## src/rtl/xor_seq_pkg.sv

```systemverilog
// Shared types, default sizes and helpers for the xor_design stimulus sequencer.
package xor_seq_pkg;

  localparam int unsigned WIDTH_DEF = 4;
  localparam int unsigned CNT_W_DEF = 8;

  typedef enum logic [1:0] {
    IDLE  = 2'd0,
    DRIVE = 2'd1,
    DRAIN = 2'd2,
    DONE  = 2'd3
  } seq_state_e;

  // Increment that sticks at max_val instead of wrapping.
  function automatic logic [31:0] sat_inc(input logic [31:0] val, input logic [31:0] max_val);
    sat_inc = (val >= max_val) ? max_val : val + 32'd1;
  endfunction

endpackage

```

## src/rtl/xor_seq_delay_pipe.sv

```systemverilog
// Fixed-depth shift register carrying a valid bit alongside a data word.
module xor_seq_delay_pipe #(
  parameter int unsigned DEPTH = 1,
  parameter int unsigned W     = 4
) (
  input  logic         clk_i,
  input  logic         reset_i,
  input  logic         valid_i,
  input  logic [W-1:0] data_i,
  output logic         valid_o,
  output logic [W-1:0] data_o
);

  logic         valid_q [DEPTH];
  logic [W-1:0] data_q  [DEPTH];

  // Shift valid and data one stage per clock; reset discards contents.
  always_ff @(posedge clk_i) begin
    if (reset_i) begin
      for (int unsigned i = 0; i < DEPTH; i++) begin
        valid_q[i] <= 1'b0;
        data_q[i]  <= '0;
      end
    end else begin
      valid_q[0] <= valid_i;
      data_q[0]  <= data_i;
      for (int unsigned i = 1; i < DEPTH; i++) begin
        valid_q[i] <= valid_q[i-1];
        data_q[i]  <= data_q[i-1];
      end
    end
  end

  assign valid_o = valid_q[DEPTH-1];
  assign data_o  = data_q[DEPTH-1];

endmodule

```

## src/rtl/xor_stim_sequencer.sv

```systemverilog
// Stimulus sweep and result checker for xor_design.
// Optional first-failure capture ports: define XOR_SEQ_FIRST_FAIL_CAPTURE_EN.
module xor_stim_sequencer
  import xor_seq_pkg::*;
#(
  parameter int unsigned WIDTH       = WIDTH_DEF,
  parameter int unsigned HOLD_CYCLES = 2,
  parameter int unsigned DUT_LATENCY = 1,
  parameter int unsigned B_CONST     = 1,
  parameter int unsigned CNT_W       = CNT_W_DEF
) (
  input  logic             clk,
  input  logic             reset,
  input  logic             start,
  input  logic [WIDTH-1:0] y,
  output logic [WIDTH-1:0] a,
  output logic [WIDTH-1:0] b,
  output logic [WIDTH-1:0] exp_y,
  output logic             busy,
  output logic             done,
  output logic             mismatch,
  output logic [CNT_W-1:0] pass_count,
  output logic [CNT_W-1:0] err_count
`ifdef XOR_SEQ_FIRST_FAIL_CAPTURE_EN
  ,
  output logic             fail_valid,
  output logic [WIDTH-1:0] fail_a,
  output logic [WIDTH-1:0] fail_y
`endif
);

  localparam logic [WIDTH-1:0] B_VAL      = WIDTH'(B_CONST);
  localparam logic [7:0]       HOLD_LAST  = 8'(HOLD_CYCLES - 1);
  localparam logic [3:0]       DRAIN_LAST = 4'(DUT_LATENCY - 1);
  localparam logic [CNT_W-1:0] CNT_MAX    = '1;
`ifdef XOR_SEQ_FIRST_FAIL_CAPTURE_EN
  localparam int unsigned      PIPE_W     = 2 * WIDTH;
`else
  localparam int unsigned      PIPE_W     = WIDTH;
`endif

  seq_state_e       state_q, state_d;
  logic [7:0]       hold_q, hold_d;
  logic [3:0]       drain_q, drain_d;
  logic [WIDTH-1:0] a_q, a_d;
  logic [WIDTH-1:0] b_q, b_d;
  logic [CNT_W-1:0] pass_q, pass_d;
  logic [CNT_W-1:0] err_q, err_d;

  logic              start_ok;
  logic              strobe;
  logic [PIPE_W-1:0] pipe_in;
  logic [PIPE_W-1:0] pipe_out;
  logic              cmp_valid;
  logic [WIDTH-1:0]  cmp_gold;
  logic              cmp_fail;

  assign start_ok = start && ((state_q == IDLE) || (state_q == DONE));
  assign strobe   = (state_q == DRIVE) && (hold_q == HOLD_LAST);

`ifdef XOR_SEQ_FIRST_FAIL_CAPTURE_EN
  assign pipe_in = {a_q, a_q ^ b_q};
`else
  assign pipe_in = a_q ^ b_q;
`endif

  xor_seq_delay_pipe #(
    .DEPTH (DUT_LATENCY),
    .W     (PIPE_W)
  ) u_pipe (
    .clk_i   (clk),
    .reset_i (reset),
    .valid_i (strobe),
    .data_i  (pipe_in),
    .valid_o (cmp_valid),
    .data_o  (pipe_out)
  );

  assign cmp_gold = pipe_out[WIDTH-1:0];
  assign cmp_fail = cmp_valid && (y != cmp_gold);

  // Sweep FSM and compare-counter next state.
  always_comb begin
    state_d = state_q;
    hold_d  = hold_q;
    drain_d = drain_q;
    a_d     = a_q;
    b_d     = b_q;
    pass_d  = pass_q;
    err_d   = err_q;

    case (state_q)
      IDLE, DONE: begin
        if (start) begin
          state_d = DRIVE;
          hold_d  = '0;
          drain_d = '0;
          a_d     = '0;
          b_d     = B_VAL;
        end
      end
      DRIVE: begin
        if (strobe) begin
          hold_d = '0;
          if (a_q == '1) begin
            state_d = DRAIN;
            drain_d = '0;
          end else begin
            a_d = a_q + WIDTH'(1);
          end
        end else begin
          hold_d = hold_q + 8'd1;
        end
      end
      DRAIN: begin
        if (drain_q == DRAIN_LAST) begin
          state_d = DONE;
        end else begin
          drain_d = drain_q + 4'd1;
        end
      end
      default: state_d = IDLE;
    endcase

    if (start_ok) begin
      pass_d = '0;
      err_d  = '0;
    end else if (cmp_valid) begin
      if (cmp_fail) begin
        err_d = CNT_W'(sat_inc(32'(err_q), 32'(CNT_MAX)));
      end else begin
        pass_d = CNT_W'(sat_inc(32'(pass_q), 32'(CNT_MAX)));
      end
    end
  end

  // Sequencer registers with synchronous reset.
  always_ff @(posedge clk) begin
    if (reset) begin
      state_q <= IDLE;
      hold_q  <= '0;
      drain_q <= '0;
      a_q     <= '0;
      b_q     <= '0;
      pass_q  <= '0;
      err_q   <= '0;
    end else begin
      state_q <= state_d;
      hold_q  <= hold_d;
      drain_q <= drain_d;
      a_q     <= a_d;
      b_q     <= b_d;
      pass_q  <= pass_d;
      err_q   <= err_d;
    end
  end

`ifdef XOR_SEQ_FIRST_FAIL_CAPTURE_EN
  logic             fail_valid_q;
  logic [WIDTH-1:0] fail_a_q;
  logic [WIDTH-1:0] fail_y_q;

  // Latch operand and observed result of the first failing compare per sweep.
  always_ff @(posedge clk) begin
    if (reset || start_ok) begin
      fail_valid_q <= 1'b0;
      fail_a_q     <= '0;
      fail_y_q     <= '0;
    end else if (cmp_fail && !fail_valid_q) begin
      fail_valid_q <= 1'b1;
      fail_a_q     <= pipe_out[PIPE_W-1:WIDTH];
      fail_y_q     <= y;
    end
  end

  assign fail_valid = fail_valid_q;
  assign fail_a     = fail_a_q;
  assign fail_y     = fail_y_q;
`endif

  assign a          = a_q;
  assign b          = b_q;
  assign exp_y      = cmp_gold;
  assign busy       = (state_q == DRIVE) || (state_q == DRAIN);
  assign done       = (state_q == DONE);
  assign mismatch   = cmp_fail;
  assign pass_count = pass_q;
  assign err_count  = err_q;

endmodule
```

## config.mk

```make
export PLATFORM = sky130hd
export DESIGN_NAME = xor_stim_sequencer
export DESIGN_NICKNAME = d
export VERILOG_FILES = /design/src/rtl/xor_seq_pkg.sv /design/src/rtl/xor_seq_delay_pipe.sv /design/src/rtl/xor_stim_sequencer.sv
export SDC_FILE = /design/constraint.sdc
export NUM_CORES = 1
export LEC_CHECK = 0
export BUFFER_PORTS_ARGS = -buffer_cell sky130_fd_sc_hd__buf_2
export CAP_MARGIN = 20
export CORE_ASPECT_RATIO = 0.5
export CORE_MARGIN = 3
export CORE_UTILIZATION = 45
export CTS_BUF_LIST = sky130_fd_sc_hd__clkbuf_4
export CTS_CLUSTER_SIZE = 25
export DETAILED_ROUTE_END_ITERATION = 16
export PLACE_DENSITY = 0.7
export SLEW_MARGIN = 20
export SYNTH_ARGS = -nofsm -noshare
export SYNTH_HDL_FRONTEND = slang
export SYNTH_HIERARCHICAL = 1
export SYNTH_SLANG_ARGS = --single-unit
```

## constraint.sdc

```tcl
create_clock -name clk -period 4.4 [get_ports clk]
set_input_delay 0.44 -clock clk [delete_from_list [all_inputs] [get_ports clk]]
set_output_delay 0.44 -clock clk [all_outputs]
set_load 0.1 [all_outputs]
```

==> metrics.yaml <==
drv_slew: 0
yosys_warnings: 6
synth_edf_count: 0
drive_above_1_share_pct: 19.4
synthCells: 251
clock_path_buffers: 2
cts.clk_slew.worst_paths_ns: 0.11
core_sq_mm: 0.00459
die_area_sq_mm: 0.00590
cts_root_buffer: "clkbuf_4"
grt_usage_pct: 16.0
vias_per_cell: 5.71
finalCritPeriodShare_pct: 57.2
grt_pass1_vias: 1800
cp-start-kind: "flop"
maxCapViolCount: 0
clk_latency_ns: 0.34
critPathCaptureType: "output port"
grt_max_degree: 27
ys_types: 53
cts_resized: 0
vias: 1965
post_cts_buffers: 0
numCtsBuffers: 5
grt_pass1_wl_mm: 7.94
status: "completed"
ir_worst_vdd_mv: 0.360
crit_fanout: 13
final_nets: 295
netlist_area_sq_mm: 0.00223
hold_class: "primary input to flop"
cts_tree: "done"
period_needed_ns: 2.52
grt_overflow_total: 0
std_cell_rows: 17
drtPass1Iterations: 4
hold_viol: 0
holdBufCountCts: 0
yosysTopAreaCell: "dfxtp_1"
wirelength_mm: 4.76
htree_levels: 2
syn-mean-instance-area_sq_um: 8.90
power_mw: 1.05
finalSetupViolations: 0
clock-sinks: 40
wl_per_cell_microns: 13.8
port_buffers: 34
utilization_pct: 53.4
dp_cells: 336
fmax_mhz: 397
synth_ff_type: "dfxtp_1"
num_io_pins: 38
worstMarginPinSlew_ns: 0.670
post-dp-hpwl_mm: 3.41
ant_nets: 0
antenna_found_initial: 0
yosys.area.top_type_share_pct: 35.9
hold_ws_ns: 0.425
cp.arrival_ns: 2.08
cp.required_ns: 3.96
async_flop_share_pct: 0
ys_ff_latch: 40
die_h_microns: 55.8
n_antenna_cell: 0
drc: 0
maxSlewHeadroom_pct: 54.7
cellPowerDensity_mw_per_mm2: 429
gp_congestion: 0.832
fin_cells: 344
area_growth_pct: 9.86
rsz0062_at_grt: "false"
die_width_microns: 106
synthTopCellsByArea: "dfxtp_1, ha_1, a211oi_1, nor3_1, a31oi_1"
clock_skew_ns: 0.00315
drt_iter0_drc: 76
worstSetupPathType: "flop to output port"
setup-tns-final_ns: 0
p_leak_nw: 0.935
yosysSeqAreaShare_pct: 35.9
start_util_pct: 48.6
[worst paths after layout]
check                               startpoint                   endpoint  slack, ns  depth (start not counted)
setup / recovery  u_pipe/valid_q[0]$_SDFF_PP0_                   mismatch       1.88                          4
hold / removal                           start          b[0]$_SDFFE_PP0P_       0.43                          3
setup reg to reg        hold_q[0]$_SDFFE_PP0P_    drain_q[2]$_SDFFE_PP0P_       2.39                          5
hold reg to reg      err_count[7]$_SDFFE_PP0P_  err_count[7]$_SDFFE_PP0P_       0.51                          1
[metrics by stage]
stage / setup slack [ns] / cell area (sq um)
2_1_floorplan: 1.88 / 2240
3_3_place_gp: 2.31 / 2400
6_report: 1.88 / 2450
4_1_cts: 1.91 / 2450
3_5_place_dp: 2.29 / 2400
5_1_grt: 1.72 / 2450
[critical path, cell delays in order, from the launching register on]
cell and delay [ns]:
dfxtp_1 0.59, inv_1 0.24, a41oi_1 0.23, buf_4 0.22, buf_2 0.45
[sequential cells by signal, indices dropped and copies added (netlist names)]
register and cells:
hold_q 8, b 1, err_count 8, drain_q 4, u_pipe/valid_q 1, a 4
u_pipe/data_q 4, state_q 2, pass_count 8
[where the power goes]
part | switching [mW] | internal, mW | total [mW]
combinational | 0.328 | 0.129 | 0.457
sequential | 0.0239 | 0.381 | 0.405
clock | 0.117 | 0.0740 | 0.191
[logic make-up (layout without fill, tap and decap cells)]
logic type,after synthesis,after routing,share of synthesized area [%]
simple gates,103,103,27.8
other cells,1,3,0.168
flops,40,40,35.9
compound gates,56,56,18.8
xor+xnor,9,9,3.53
fa+ha+maj,11,11,6.16
mux,3,3,1.40
buf+inv,28,53,6.33
[layout by cell type (no fill, tap or decap), types with 2 or more instances in the layout]
| master | count |
|---|---|
| a31oi_1 | 12 |
| nor4_1 | 3 |
| or3_1 | 4 |
| buf_2 | 34 |
| xnor2_1 | 5 |
| ha_1 | 11 |
| nand3_1 | 12 |
| inv_1 | 10 |
| a211oi_2 | 3 |
| or3_2 | 2 |
| and3_1 | 7 |
| a21o_1 | 2 |
| dfxtp_1 | 40 |
| a41oi_1 | 4 |
| nand4_1 | 7 |
| nand2_1 | 9 |
| nor2_1 | 13 |
| nor4b_1 | 4 |
| a21oi_1 | 11 |
| nor2b_1 | 8 |
| nor3_1 | 16 |
| mux2i_1 | 2 |
| clkbuf_4 | 7 |
| a211oi_1 | 11 |
| o32ai_1 | 4 |
| and4b_1 | 3 |
| and4_1 | 3 |
| xor2_1 | 4 |
| conb_1 | 3 |
[final cells by class]
| class | count | area, sq um |
|---|---|---|
| clock buffer | 7 | 52.6 |
| clock inverter | 1 | 3.75 |
| fill | 450 | 2140 |
| inverter | 10 | 37.5 |
| multi-input combinational | 185 | 1300 |
| sequential | 40 | 801 |
| tap | 66 | 82.6 |
| timing repair buffer | 35 | 178 |
[Yosys cell counts (4+ instances only)]
cell type   n
buf_2       5
xor2_1      4
clkbuf_1    6
a211oi_1   11
and3_1      7
nor3_1     16
dfxtp_1    40
buf_4       6
xnor2_1     5
nor2b_1     8
nor4b_1     4
nand4_1     7
nand3_1    12
or3_1       4
a41oi_1     4
nand2_1     9
o32ai_1     4
a31oi_1    12
a21oi_1    11
inv_1      10
ha_1       11
nor2_1     13
[layer usage]
metal	routed length [microns]	global-route usage, %
met5	0	0
met4	20	4.80
met3	160	3.71
met2	2340	28.0
met1	2240	19.6
No activity file was read; power rests on OpenSTA's default activity.
